$ cat src/rtl/fetch_unit_pkg.sv
// Shared types for the fetch unit: the FSM state encoding and the {pc, instr}
// entry carried by the fetch FIFO.
package fetch_unit_pkg;

  localparam int unsigned FIFO_DEPTH = 2;

  typedef enum logic [1:0] {
    ST_FETCH = 2'd0,
    ST_END   = 2'd1,
    ST_ERR   = 2'd2
  } fetch_state_e;

  typedef struct packed {
    logic [31:0] pc;
    logic [31:0] instr;
  } fetch_entry_t;

  function automatic logic word_aligned(input logic [31:0] addr);
    return addr[1:0] == 2'b00;
  endfunction

endpackage

$ cat src/rtl/fetch_fifo.sv
// Two-entry FIFO of fetched {pc, instr} pairs. Flush wins over push/pop;
// a push into a full FIFO is accepted only when a pop frees a slot that cycle.
module fetch_fifo
  import fetch_unit_pkg::*;
(
  input  logic         clk,
  input  logic         rst_n,
  input  logic         flush,
  input  logic         push,
  input  logic         pop,
  input  fetch_entry_t push_entry,
  output fetch_entry_t head,
  output logic [1:0]   count
);

  fetch_entry_t mem [FIFO_DEPTH];
  logic         wr_ptr;
  logic         rd_ptr;
  logic         do_push;
  logic         do_pop;

  assign do_pop  = pop && (count != 2'd0);
  assign do_push = push && ((count != 2'(FIFO_DEPTH)) || do_pop);

  // NOTE: the storage is reset too, because the head entry feeds the decode
  // outputs directly and those must read zero while reset is asserted.
  always_ff @(posedge clk or negedge rst_n) begin
    if (!rst_n) begin
      for (int i = 0; i < FIFO_DEPTH; i++) mem[i] <= '0;
      wr_ptr <= 1'b0;
      rd_ptr <= 1'b0;
      count  <= 2'd0;
    end else if (flush) begin
      wr_ptr <= 1'b0;
      rd_ptr <= 1'b0;
      count  <= 2'd0;
    end else begin
      if (do_push) begin
        mem[wr_ptr] <= push_entry;
        wr_ptr      <= ~wr_ptr;
      end
      if (do_pop) rd_ptr <= ~rd_ptr;
      case ({do_push, do_pop})
        2'b10:   count <= count + 2'd1;
        2'b01:   count <= count - 2'd1;
        default: count <= count;
      endcase
    end
  end

  assign head = mem[rd_ptr];

endmodule

$ cat src/rtl/fetch_unit.sv
// Instruction fetch front end: PC register, FETCH/END/ERR state machine and
// redirect handling, feeding decode through a two-entry fetch FIFO.
module fetch_unit
  import fetch_unit_pkg::*;
#(
  parameter int unsigned IMEM_BYTES = 64,
  parameter logic [31:0] RESET_PC   = 32'h0000_0000
) (
  input  logic        clk,
  input  logic        rst_n,
  output logic [31:0] pc_o,
  input  logic [31:0] instr_i,
  input  logic        redirect_i,
  input  logic [31:0] redirect_pc_i,
  output logic        out_valid_o,
  input  logic        out_ready_i,
  output logic [31:0] out_pc_o,
  output logic [31:0] out_instr_o,
  output logic        misalign_o,
  output logic        end_o
);

  localparam logic [31:0] LAST_WORD = 32'(IMEM_BYTES - 4);

  fetch_state_e state;
  fetch_state_e state_next;
  fetch_entry_t head;
  logic [1:0]   count;
  logic         push;
  logic         pop;
  logic         at_last_word;
  logic         target_aligned;
  logic         target_in_range;

  // Compare in 33 bits so pc_o + 4 cannot wrap near the top of the address space.
  assign at_last_word    = ({1'b0, pc_o} + 33'd4) > {1'b0, LAST_WORD};
  assign target_aligned  = word_aligned(redirect_pc_i);
  assign target_in_range = redirect_pc_i <= LAST_WORD;

  assign out_valid_o = (count != 2'd0) && !redirect_i;
  assign pop         = out_valid_o && out_ready_i;

  // NOTE: sequential state uses non-blocking assignments so every register
  // samples pre-edge values regardless of statement order.
  always_ff @(posedge clk or negedge rst_n) begin
    if (!rst_n) state <= ST_FETCH;
    else        state <= state_next;
  end

  // NOTE: defaults first, so no path through this block leaves a latch.
  always_comb begin
    state_next = state;
    if (redirect_i) begin
      if (!target_aligned)       state_next = ST_ERR;
      else if (!target_in_range) state_next = ST_END;
      else                       state_next = ST_FETCH;
    end else if (push && at_last_word) begin
      state_next = ST_END;
    end
  end

  always_comb begin
    push  = (state == ST_FETCH) && !redirect_i && ((count != 2'd2) || pop);
    end_o = (state == ST_END);
  end

  always_ff @(posedge clk or negedge rst_n) begin
    if (!rst_n) begin
      pc_o       <= RESET_PC;
      misalign_o <= 1'b0;
    end else if (redirect_i) begin
      if (!target_aligned) begin
        pc_o       <= {redirect_pc_i[31:2], 2'b00};
        misalign_o <= 1'b1;
      end else begin
        pc_o       <= redirect_pc_i;
        misalign_o <= 1'b0;
      end
    end else if (push && !at_last_word) begin
      pc_o <= pc_o + 32'd4;
    end
  end

  fetch_fifo u_fifo (
    .clk        (clk),
    .rst_n      (rst_n),
    .flush      (redirect_i),
    .push       (push),
    .pop        (pop),
    .push_entry ('{pc: pc_o, instr: instr_i}),
    .head       (head),
    .count      (count)
  );

  assign out_pc_o    = head.pc;
  assign out_instr_o = head.instr;

endmodule
$ cat config.mk
export PLATFORM = sky130hd
export DESIGN_NAME = fetch_unit
export DESIGN_NICKNAME = d
export VERILOG_FILES = /design/src/rtl/fetch_unit_pkg.sv /design/src/rtl/fetch_fifo.sv /design/src/rtl/fetch_unit.sv
export SDC_FILE = /design/constraint.sdc
export NUM_CORES = 1
export LEC_CHECK = 0
export BUFFER_PORTS_ARGS = -buffer_cell sky130_fd_sc_hd__buf_2
export CAP_MARGIN = 20
export CORE_UTILIZATION = 27
export DETAILED_ROUTE_END_ITERATION = 16
export GPL_ROUTABILITY_DRIVEN = 0
export REMOVE_ABC_BUFFERS = 1
export SLEW_MARGIN = 20
export SYNTH_ARGS = -nofsm -noshare
export SYNTH_HDL_FRONTEND = slang
export SYNTH_HIERARCHICAL = 1
export SYNTH_SLANG_ARGS = --single-unit
$ cat constraint.sdc
create_clock -name clk -period 8.3 [get_ports clk]
set_input_delay 0.83 -clock clk [delete_from_list [all_inputs] [get_ports clk]]
set_output_delay 0.83 -clock clk [all_outputs]
set_load 0.02 [all_outputs]
; ---- Word level (Yosys, flattened, before mapping)
; Cells that the tools add are included.
[totals]
register_bits = 167
in_bits = 68
output_inout_bits = 99
elab_cells = 70
[classes]
addsub = 4
magnitude_cmp = 5
n_eq_ne = 4
muxes = 20
bitwise = 5
n_reduce_logical = 22
[op_table]
columns = cell, count
row1 = 64-bit two-way mux, 4
row2 = 128-bit bitwise mux, 1
row3 = 64-bit demux with 1-bit select, 1
row4 = 32-bit two-way mux, 2
row5 = 32-bit by 3-bit adder with 33-bit output (second input constant), 1
row6 = 33-bit by 6-bit > comparator with 1-bit output (second input constant), 1
row7 = 32-bit by 3-bit adder with 32-bit output (second input constant), 1
row8 = 32-bit by 6-bit less-or-equal comparator with 1-bit output (second input constant), 1
row9 = 2-bit two-way mux, 5
row10 = 2-bit nonzero test, 5
row11 = 1-bit logical AND, 9
row12 = 1-bit two-way mux, 6
row13 = 2-bit by 1-bit == test with 1-bit output (second input constant), 2
row14 = 2-bit >= comparator (second input constant), 2
row15 = 2-bit zero test, 2
row16 = 1-bit inverter with 2-bit output, 2
row17 = 2-bit case mux with 2 select lines, 1
row18 = 1-bit inverter, 3
row19 = 3-bit nonzero test, 1
row20 = 2-bit by 1-bit adder with 2-bit output (second input constant), 1
row21 = 2-bit == test (second input constant), 1
row22 = 1-bit zero test, 2
row23 = 1-bit logical OR, 2
row24 = 2-bit by 1-bit less-than comparator with 1-bit output (second input constant), 1
row25 = 3 further kinds, 3

; ---- Longest topological paths before layout
; Gate-level depths: netlist of the first run.
[logic_depth]
word_depth = 9
ltp_mapped = 10
mapped_depth_nobuf = 10

; ---- Modules after synthesis
; Netlist of the first run, hierarchy kept.
[modules_own_cells]
columns = mod, instances, cells_per_inst, area_each_um2, seq_area_each_um2
row1 = fetch_fifo, 1, 365, 5913.2, 3303.2
row2 = fetch_unit, 1, 217, 2164.6, 875.8

; ---- Worst setup path after synthesis of the first run
; OpenSTA, ideal clock, no wires.
[synth_path]
path_type = input port to flip-flop
start = input port redirect_i
end = register u_fifo/mem[113] (netlist name)
setup_time_ns = 0.125
arrival_ns = 3.565
required_ns = 8.175
setup_slack_ns = 4.610
stages = 6
n_path_buf = 3
cell_sequence = clkbuf_1 -> a2111oi_0 -> or4b_4 -> buf_6 -> buf_6 -> mux2_4
[synth_via]
elab_chain_cells = 7
elab_cells_between_ends = 11
cone_classes = bitwise: 1 / reduce/logical: 10
[synth_lines]
columns = element, line
row1 = "start, declared", fetch_unit.sv:13  ; input logic redirect_i,
row2 = 1-bit zero test (*), "fetch_unit.sv:40, fetch_unit.sv:63"
row3 = 1-bit logical AND, fetch_unit.sv:40  ; assign out_valid_o = (count != 2'd0) && !redirect_i;
row4 = 1-bit logical AND, fetch_unit.sv:41  ; assign pop = out_valid_o && out_ready_i;
row5 = 1-bit logical OR, fetch_unit.sv:63  ; push = (state == ST_FETCH) && !redirect_i && ((count != 2'd2) || pop);
row6 = 1-bit logical AND (*), fetch_unit.sv:63
row7 = net push, fetch_unit.sv:29  ; logic push;
row8 = 1-bit logical AND (*), fetch_fifo.sv:23  ; assign do_push = push && ((count != 2'(FIFO_DEPTH)) || do_pop);
row9 = 2-bit AND reduction (no line) (*), -
row10 = "end signal, assigned by index", fetch_fifo.sv:39  ; mem[wr_ptr] <= push_entry;
row11 = "end, declared", fetch_fifo.sv:16  ; fetch_entry_t mem [FIFO_DEPTH];
; The timed path passes the listed nets; every way through them passes the cells marked *.
; A chain may end at the register's enable or synchronous reset.

; ---- Worst setup path in the final report of the first run
[layout_path]
start = input port redirect_i
end = register u_fifo/mem[102] (netlist name)
[layout_via]
elab_chain_cells = 7
elab_cells_between_ends = 11
cone_classes = bitwise: 1 / reduce/logical: 10
[layout_lines]
columns = element, line
row1 = 1-bit zero test (*), fetch_unit.sv:40
row2 = 1-bit logical AND (*), fetch_unit.sv:40
row3 = 1-bit logical AND (*), fetch_unit.sv:41
row4 = net pop, fetch_unit.sv:30  ; logic pop;
row5 = 1-bit logical OR or 1-bit logical AND (tied branches), "fetch_unit.sv:63, fetch_fifo.sv:22"
row6 = 1-bit logical AND or 1-bit logical OR (tied branches), "fetch_unit.sv:63, fetch_fifo.sv:23"
row7 = 1-bit logical AND (*), fetch_fifo.sv:23
row8 = 2-bit AND reduction (no line) (*), -
; Marks and branches as above.

==> flow_summary_export.csv, run 1 <==
group,metric,value,unit
sta,hold_slack,0.4879,ns
cts,cts_resized,0,
setup_path,required,8.61,ns
setup_path,crit_family,"simple AND/OR/NAND/NOR gates",
floorplanning,num_io_pins,167,
route,routedWlPerCell,16.97,microns
sta,setup_viol,0,
synthesis,synth_top_area_share,0.5173,
global_route,grt_util_all_layers,0.1309,
floorplanning,die_area,30610,sq um
sta,setup_tns,0,ns
synthesis,synth_seq_area_share,0.5173,
setup_path,path_max_fanout,48,
synthesis,ys_seq_elements,167,
synthesis,synthesis.area,8078,sq um
setup_path,crit_path_start,"redirect_i",
power_and_ir_drop,p_leak,4.730,nW
floorplanning,core,29090,sq um
route,wirelength,19.43,mm
cts,root_buffer,"clkbuf_16",
cts,cts_hold_buf,0,
synthesis,synth.area.top_cells,"dfrtp_1, mux2_2, mux2_4, nor4_1, nor2_1",
global_route,grt_start_max_net_pins,90,
sta,worst_slew_pin_slew,0.9967,ns
cells_and_area,area_growth,22.99,%
cts,clkLatencyLatePin,0.44,ns
cts,postCtsSetupBuffers,0,
synthesis,synthTopCellsByCount,"dfrtp_1, mux2_2, mux2_4",
setup_path,cp_slowest_cell,"buf_4",
setup_path,critPathCaptureType,"flip-flop",
synthesis,postSynthCellCount,582,
cts,clk_pin_slew,0.06,ns
sta,rsz0062_at_grt,"no",
cells_and_area,layoutNonFillerInstCount,1145,
setup_path,criticalPathCategory,"input pin to flip-flop",
global_route,antenna_found_initial,0,
route,ant_nets,0,
placed_design,dp_hpwl,13.04,mm
floorplanning,die_w,175.0,microns
cells_and_area,final_nets,818,
setup_path,reg2reg_slack,4.84,ns
setup_path,crit_path_cell_trace,"buf_2, buf_4, nor2_1, and2_1, nor3b_1, or4b_4, buf_4, mux2_2",
route,drt_pass1_iterations,4,
synthesis,synth_edf_count,0,
synthesis,async_reset_ff_frac,1.000,
setup_path,r2r-start,"pc_o[3]",
synthesis,synth_cell_types,58,
route,num_vias,5270,
placed_design,post-place-cells,1113,
floorplanning,die_h,175.0,microns
sta,period_needed,3.632,ns
route,viasPerCell,4.603,
cts,cts_buffer_depth,2,
run_status,status,"finished, final reports clean",
global_route,grt_pass1_wl,31.06,mm
setup_path,regToRegEndpoint,"pc_o[5]",
sta,slew_violations,0,
placed_design,portBuffers,166,
cts,numCtsBuffers,17,
cells_and_area,n_fill_cell,2878,
run,drv_cap,0,
cts,clock_sinks,167,
route,drt_drc_violations_left,0,
synthesis,synthFlopType,"dfrtp_1",
sta,clock_skew,0.02068,ns
cts,cts_tree,"built",
global_route,grt_overflow,0,
synthesis,synth_warnings,6,
floorplanning,start_util,0.2777,
sta,slew_headroom,0.3355,
synthesis,synth_area_leader_cell,"dfrtp_1",
setup_path,path_buf_inv,3,
setup_path,path_common_cell,"buf_4",
setup_path,start_kind,"input pin",
hold_path,hold_path.class,"input pin to async pin",
cts,ctsHtreeMaxLevel,4,
setup_path,cp_slowest_stage_delay,0.73,ns
route,drt_iter0_drc,184,
sta,max_freq,0.2753,GHz
synthesis,avgSynthCellArea,13.88,sq um
power_and_ir_drop,peakVddDrop,154.4,uV
power_and_ir_drop,power.density,259.4,nW/um^2
cells_and_area,drive_gt1_frac,0.5724,
cells_and_area,post-route-util,0.3415,
global_route,grt_pass1_vias,5440,
setup_path,endpoint,"u_fifo/mem[102]",
sta,hold_viol,0,
sta,fin_crit_sh,0.4376,
setup_path,worst-path-stages,8,
cells_and_area,regArea,4183,sq um
cells_and_area,multi_input_area,3736,sq um
power_and_ir_drop,total_power,2.577,mW
setup_path,r2r_cells,9,
floorplanning,rows,62,
setup_path,cp.arrival,3.95,ns
## layout make-up
| cell class | count | share of cell area |
|---|---|---|
| Antenna cell | 1 | 0.0002519 |
| Tap cell | 384 | 0.04836 |
| Timing Repair Buffer | 172 | 0.08917 |
| Inverter | 6 | 0.002267 |
| Sequential cell | 167 | 0.4210 |
| Clock inverter | 14 | 0.02003 |
| Multi-Input combinational cell | 384 | 0.3761 |
| Clock buffer | 17 | 0.04282 |
## worst min-delay path by stage
stage                           endpoint           start  slack, ns
final                     u_fifo/mem[86]           rst_n       0.49
after global routing      u_fifo/mem[38]  u_fifo/mem[38]       0.52
after CTS                 u_fifo/mem[26]           rst_n       0.50
after detailed placement  u_fifo/mem[12]  u_fifo/mem[12]       0.49
after global placement    u_fifo/mem[18]  u_fifo/mem[18]       0.48
after floorplan            u_fifo/mem[0]   u_fifo/mem[0]       0.48
## per-layer routing
| metal | global-route usage | share of wire |
|---|---|---|
| met5 | 0 | 0 |
| met2 | 0.2047 | 0.47 |
| met3 | 0.03438 | 0.058 |
| met1 | 0.1742 | 0.46 |
| met4 | 0.04565 | 0.0097 |
## where the power goes
| group | internal [mW] | leakage (nW) | total, mW | switching [mW] |
|---|---|---|---|---|
| logic | 0.334 | 2.29 | 0.662 | 0.327 |
| clock network | 0.506 | 0.304 | 0.851 | 0.345 |
| registers | 0.959 | 2.14 | 1.07 | 0.107 |
| total | 1.80 | 4.73 | 2.58 | 0.779 |
## cells by family (layout without fill, tap and decap cells)
| group | after synthesis | after routing | synth area share |
|---|---|---|---|
| multiplexers | 222 | 222 | 0.3313 |
| flip-flops | 167 | 167 | 0.5173 |
| AND/OR/NAND/NOR | 113 | 113 | 0.08844 |
| AO/OA/AOI/OAI | 42 | 42 | 0.03330 |
| buffers and inverters | 31 | 209 | 0.02106 |
| XOR/XNOR | 5 | 5 | 0.005421 |
| adder cells (fa/ha/maj) | 2 | 2 | 0.003097 |
| other | 0 | 1 | 0 |
## registers in the layout (all words and copies together) (netlist names)
register / flops
misalign_o: 1
u_fifo/count: 2
u_fifo/wr_ptr: 1
u_fifo/mem: 128
pc_o: 32
u_fifo/rd_ptr: 1
state: 2
## through the flow
stage | instance area [sq um] | setup slack [ns]
2_1_floorplan | 7930 | 2.768
3_3_place_gp | 9304 | 4.230
3_5_place_dp | 9304 | 4.165
4_1_cts | 9928 | 4.634
5_1_grt | 9932 | 4.414
6_report | 9935 | 4.668
## cell usage in the layout, fill, tap and decap left out, types with 3 or more instances in the layout
cell type,instances
or3_1,5
mux2_2,167
nand3_1,8
nor4_1,13
a31oi_1,5
mux2_4,49
dfrtp_1,166
inv_1,6
nand4_1,8
a21oi_1,9
nor3b_1,3
buf_2,165
inv_6,3
nor2b_1,5
bufinv_16,4
clkinv_4,4
clkbuf_16,17
nor3_1,7
xnor2_1,4
o21ai_0,11
buf_4,5
and3_1,5
mux2i_1,6
nor2_1,20
nand2_1,15
## worst reg2reg max path, cell delays in order (launching register included)
cell and delay (ns):
dfrtp_1 0.56, ha_1 0.29, nand3_2 0.19, or4_4 0.64, nor4b_2 0.26, o32ai_1 0.13, nor4_1 0.58, nand4_4 0.22
or3_1 0.34, a31oi_1 0.17
No activity file was read; power rests on OpenSTA's default activity.
==> run 2, diff against run 1 <==
==> constraint.sdc (replaced) <==
create_clock -name clk -period 3.2 [get_ports clk]
set_input_delay 0.32 -clock clk [delete_from_list [all_inputs] [get_ports clk]]
set_output_delay 0.32 -clock clk [all_outputs]
set_load 0.02 [all_outputs]
==> run 2 against run 1 <==
  * Setup slack lost 4.4 ns
  * First-iteration DRC count rose by 6.0%
  * Via count up 2.5%
  * Sequential power grew to 2.6 times the previous value
  * Hold slack lost 0.36 ns
  * Total power rose to 2.5 times the previous value
  * Global-route usage rose by 0.58 points
  * Register-to-register slack got worse by 4.6 ns
  * Clock skew is 0.0096 ns lower
==> flow_summary_export.csv, run 2 (synthesis results as in run 1) <==
group,metric,value,unit
run_status,status,"finished, final reports clean",
floorplanning,core,29090,sq um
cells_and_area,multi_input_area,3736,sq um
cells_and_area,layoutNonFillerInstCount,1164,
setup_path,path_max_fanout,8,
route,drt_drc_violations_left,0,
setup_path,criticalPathCategory,"flip-flop to flip-flop",
power_and_ir_drop,power.density,648.0,nW/um^2
sta,period_needed,2.964,ns
floorplanning,die_w,175.0,microns
power_and_ir_drop,peakVddDrop,389.1,uV
setup_path,start_kind,"flip-flop",
sta,fin_crit_sh,0.9263,
cells_and_area,final_cell_mix,"mux2_2, dfrtp_1, buf_2",
hold_path,hold_path.class,"input pin to flip-flop",
sta,max_freq,0.3374,GHz
floorplanning,num_io_pins,167,
route,wirelength,20.48,mm
sta,setup_tns,0,ns
route,ant_nets,0,
sta,worst_slew_pin_slew,0.8433,ns
setup_path,cp.arrival,3.32,ns
setup_path,critPathCaptureType,"flip-flop",
placed_design,portBuffers,166,
cells_and_area,post-route-util,0.3466,
cells_and_area,reg_top3,"u_fifo/mem x128, pc_o x32",
global_route,grt_start_max_net_pins,82,
floorplanning,die_area,30610,sq um
placed_design,dp_hpwl,14.13,mm
setup_path,required,3.55,ns
cells_and_area,area_growth,24.81,%
route,drt_pass1_iterations,4,
cells_and_area,top_register,"u_fifo/mem",
cts,root_buffer,"clkbuf_16",
cts,cts_tree,"built",
sta,rsz0062_at_grt,"no",
power_and_ir_drop,p_leak,4.808,nW
run,drv_cap,0,
route,viasPerCell,4.641,
cts,clock_sinks,167,
floorplanning,rows,62,
route,num_vias,5402,
cells_and_area,largest_reg_flops,128,
cts,cts_resized,0,
route,routedWlPerCell,17.59,microns
cts,clk_pin_slew,0.07,ns
sta,setup_viol,0,
cells_and_area,final_nets,837,
global_route,grt_overflow,0,
cells_and_area,drive_gt1_frac,0.5795,
cells_and_area,n_fill_cell,2868,
sta,slew_headroom,0.4378,
cells_and_area,regArea,4183,sq um
sta,hold_viol,0,
cts,cts_buffer_depth,2,
cts,clkLatencyLatePin,0.44,ns
placed_design,post-place-cells,1131,
global_route,grt_pass1_vias,5537,
cts,ctsHtreeMaxLevel,4,
global_route,antenna_found_initial,1,
global_route,grt_pass1_wl,31.91,mm
floorplanning,die_h,175.0,microns
cells_and_area,final_common_cell,"mux2_2",
sta,clock_skew,0.01106,ns
sta,slew_violations,0,
floorplanning,start_util,0.2777,
cts,numCtsBuffers,17,
route,drt_iter0_drc,195,
cells_and_area,antenna_cells,0,
global_route,grt_util_all_layers,0.1367,
## run 2: power breakdown
part	leakage [nW]	total, mW	switching [mW]	internal, mW
sequential	2.14	2.74	0.250	2.49
combinational	2.40	1.77	0.880	0.889
clock	0.269	2.03	0.892	1.14
total	4.81	6.53	2.02	4.51
## run 2: area by class of cell
type                       instances  area share
inverter                           6    0.002234
clock buffer                      22     0.04703
tap                              384     0.04765
timing repair buffer             191      0.1081
sequential                       167      0.4149
multi-input combinational        384      0.3706
clock inverter                    10    0.009556
## run 2: layer usage
metal / vias up / wire (microns) / global-route usage
met2: 135 / 9681 / 0.2224
met4: 2 / 227 / 0.03804
met3: 19 / 1078 / 0.03916
met5: - / 17 / 0
met1: 2718 / 9469 / 0.1764
li1: 2528 / - / -
## run 2: stage by stage
step	cell area [sq um]	hold slack, ns	power, mW	worst slack (ns)
after global placement	9502	0.4343	4.525	0.2645
after CTS	10080	0.08998	6.643	0.1881
after floorplan	7930	0.02441	3.929	-1.948
final	10080	0.1272	6.533	0.2358
after global routing	10080	0.1040	6.884	0.02623
after detailed placement	9502	0.4309	4.554	0.1956
## run 2: critical path, cell delays in order (launching register included)
cell,delay (ns)
dfrtp_1,0.35
ha_1,0.22
nand3_2,0.19
or4_4,0.62
nor4b_2,0.27
o32ai_1,0.12
nor4_1,0.26
buf_4,0.19
nand4_4,0.15
or3_1,0.33
a31oi_1,0.17
## run 2: timing repair
item	CTS	global route
hold endpoints to repair	70	0
hold buffers	1	0
setup endpoints to repair	0	0
buffers inserted	0	0
## run 2: final timing paths
path	startpoint	endpoint	slack [ns]	depth (start not counted)
worst max-delay path	pc_o[3]	pc_o[4]	0.24	10
worst min-delay path	instr_i[24]	u_fifo/mem[88]	0.13	2
worst max register to register	pc_o[3]	pc_o[4]	0.24	10
worst min register to register	u_fifo/mem[108]	u_fifo/mem[108]	0.50	1
max in group asynchronous	rst_n	u_fifo/mem[94]	1.83	3
min in group asynchronous	rst_n	u_fifo/mem[67]	0.48	2
==> run 3, diff against run 2 <==
--- a/config.mk
+++ b/config.mk
@@ -14,5 +14,4 @@
 export SLEW_MARGIN = 20
 export SYNTH_ARGS = -nofsm -noshare
 export SYNTH_HDL_FRONTEND = slang
-export SYNTH_HIERARCHICAL = 1
 export SYNTH_SLANG_ARGS = --single-unit
==> run 3 against run 2 <==
  * Wire length fell by 2.3%
  * Design area is 1.8% lower
  * Via count increased by 1.5%
  * Global-route usage up 0.17 points
  * Synthesized cell count up 2.6%
  * Clock skew decreased by 0.0023 ns
  * Register-to-register slack worse by 0.08 ns
  * Largest cell class unchanged
  * Highest routed layer is now met4
==> flow_summary_export.csv, run 3 <==
group,metric,value,unit
global_route,grt_pass1_wl,32.37,mm
cts,postCtsSetupBuffers,0,
cells_and_area,largest_reg_flops,128,
cts,ctsHtreeMaxLevel,4,
sta,slew_headroom,0.5359,
cells_and_area,drive_gt1_frac,0.5782,
sta,max_freq,0.3290,GHz
cells_and_area,reg_top3,"u_fifo.mem x128, pc_o x32",
global_route,grt_use_met3,0.03474,
sta,period_needed,3.040,ns
cells_and_area,n_fill_cell,2898,
global_route,met2_usage,0.2230,
synthesis,synth_warnings,0,
cts,root_buffer,"clkbuf_16",
global_route,use_met1,0.1850,
power_and_ir_drop,peakVddDrop,342.4,uV
placed_design,dp_hpwl,13.90,mm
route,drt_iter0_drc,196,
setup_path,required,3.51,ns
cells_and_area,final_cell_mix,"mux2_2, dfrtp_1, buf_2",
synthesis,synthesis.area,7861,sq um
route,num_vias,5483,
synthesis,synthFlopType,"dfrtp_1",
global_route,top_usage_layer,"met2",
synthesis,postSynthCellCount,597,
setup_path,cp.arrival,3.35,ns
sta,fin_crit_sh,0.9499,
synthesis,synth_top_area_share,0.5316,
cts,clk_pin_slew,0.07,ns
power_and_ir_drop,p_leak,4.488,nW
synthesis,synthTopCellsByCount,"mux2_2, dfrtp_1, clkbuf_1",
synthesis,async_reset_ff_frac,1.000,
sta,setup_viol,0,
floorplanning,rows,62,
route,wirelength,20.01,mm
setup_path,path_max_fanout,10,
run_status,status,"finished, final reports clean",
placed_design,portBuffers,166,
sta,clock_skew,0.008786,ns
sta,hold_viol,0,
setup_path,critPathCaptureType,"flip-flop",
route,viasPerCell,4.702,
cells_and_area,top_register,"u_fifo.mem",
hold_path,hold_path.class,"input pin to flip-flop",
synthesis,yosysMostFrequentCell,"mux2_2",
global_route,grt_start_max_net_pins,74,
sta,worst_slew_pin_slew,0.6961,ns
synthesis,ys_seq_elements,167,
synthesis,synth_cell_types,56,
cts,clock_sinks,167,
floorplanning,start_util,0.2739,
synthesis,synth_area_leader_cell,"dfrtp_1",
cts,clkLatencyLatePin,0.42,ns
run,drv_cap,0,
cells_and_area,final_common_cell,"mux2_2",
power_and_ir_drop,power.density,707.2,nW/um^2
cells_and_area,final_nets,837,
route,ant_nets,0,
cells_and_area,regArea,4183,sq um
synthesis,synth.area.top_cells,"dfrtp_1, mux2_2, clkbuf_1, nand4_1, nand2_1",
route,routedWlPerCell,17.16,microns
floorplanning,num_io_pins,167,
cts,cts_buffer_depth,2,
global_route,grt_util_all_layers,0.1384,
floorplanning,core,28700,sq um
cells_and_area,area_growth,25.99,%
global_route,grt_overflow,0,
floorplanning,die_area,29800,sq um
cts,numCtsBuffers,17,
synthesis,avgSynthCellArea,13.17,sq um
sta,slew_violations,0,
route,drt_pass1_iterations,4,
floorplanning,die_w,172.6,microns
synthesis,synth_edf_count,0,
setup_path,start_kind,"flip-flop",
route,drt_drc_violations_left,0,
placed_design,post-place-cells,1131,
cts,cts_tree,"built",
cells_and_area,layoutNonFillerInstCount,1166,
setup_path,criticalPathCategory,"flip-flop to flip-flop",
global_route,grt_pass1_vias,5621,
synthesis,synth_seq_area_share,0.5316,
global_route,antenna_found_initial,2,
sta,hold_slack,0.1232,ns
floorplanning,die_h,172.6,microns
cells_and_area,multi_input_area,3502,sq um
## run 3: cell count changes in the layout (fill, tap and decap cells not counted), moves of 4 or more
cell     delta
mux2i_1     -5
nand4_1     +5
mux2_2     +50
nand2_1     +4
mux2_4     -49
## run 3: critical path, stage by stage, from the launching register on
cell and delay [ns]:
dfrtp_1 0.52, ha_1 0.34, nand3_1 0.21, buf_4 0.21, or4b_1 0.52, nand3_1 0.10
o221ai_1 0.15, or3_1 0.35, o31a_1 0.28, o31a_1 0.26
## run 3: metal layers
layer  routed length (microns)  vias to the layer above  share of wire
met3                      1112                       15          0.056
met4                       208                        0          0.010
li1                          -                     2550              -
met5                         0                        -              0
met1                      9192                     2774           0.46
met2                      9500                      144           0.47
## run 3: layout make-up
| cell class | count | share of cell area |
|---|---|---|
| Sequential cell | 167 | 0.4223 |
| Timing Repair Buffer | 191 | 0.1088 |
| Multi-Input combinational cell | 385 | 0.3536 |
| Clock buffer | 18 | 0.04434 |
| Clock inverter | 14 | 0.02009 |
| Tap cell | 384 | 0.04851 |
| Antenna cell | 2 | 0.0005053 |
| Inverter | 5 | 0.001895 |
## run 3: logic make-up (layout without fill, tap and decap cells)
group / count (synthesis) / in the layout / share of synthesized area
buffers and inverters: 45 / 228 / 0.02499
adders and majority gates: 3 / 3 / 0.004456
DFF: 167 / 167 / 0.5316
muxes: 218 / 218 / 0.3121
and+or+nand+nor: 111 / 111 / 0.07863
xor gates and xnor gates: 2 / 2 / 0.002229
AOI/OAI and AO/OA: 51 / 51 / 0.04600
other: 0 / 2 / 0
## run 3: path summary, 6_finish.rpt
check | from | end | slack, ns | cells past startpoint
worst max register to register | pc_o[3] | pc_o[5] | 0.16 | 9
min in group asynchronous | rst_n | u_fifo.mem[86] | 0.50 | 2
worst min-delay path | out_ready_i | u_fifo.count[1] | 0.12 | 2
worst max-delay path | pc_o[3] | pc_o[5] | 0.16 | 9
worst min register to register | u_fifo.mem[103] | u_fifo.mem[103] | 0.50 | 1
max in group asynchronous | rst_n | u_fifo.mem[77] | 1.78 | 3
## run 3: report_power, final
group	leakage [nW]	switching, mW	internal, mW
registers	2.10	0.295	2.60
clock network	0.310	0.892	1.34
logic	2.08	0.958	0.918
## run 3: repair_timing
item,CTS,global route
endpoints found under the hold margin,70,0
resized for setup,0,1
hold buffers,1,0
setup endpoints to repair,0,6
## run 3: through the flow
stage	power, mW	util	setup TNS (ns)	setup slack, ns	instance area, sq um
floorplan	4.158	-	-85.24	-1.005	7684
global placement	4.799	0.3221	0	0.3186	9245
detailed placement	4.841	0.3221	0	0.2380	9245
CTS	7.133	0.3447	0	0.2375	9893
global route	7.406	0.3449	-0.04661	-0.04661	9899
finish	7.005	0.3451	0	0.1603	9905
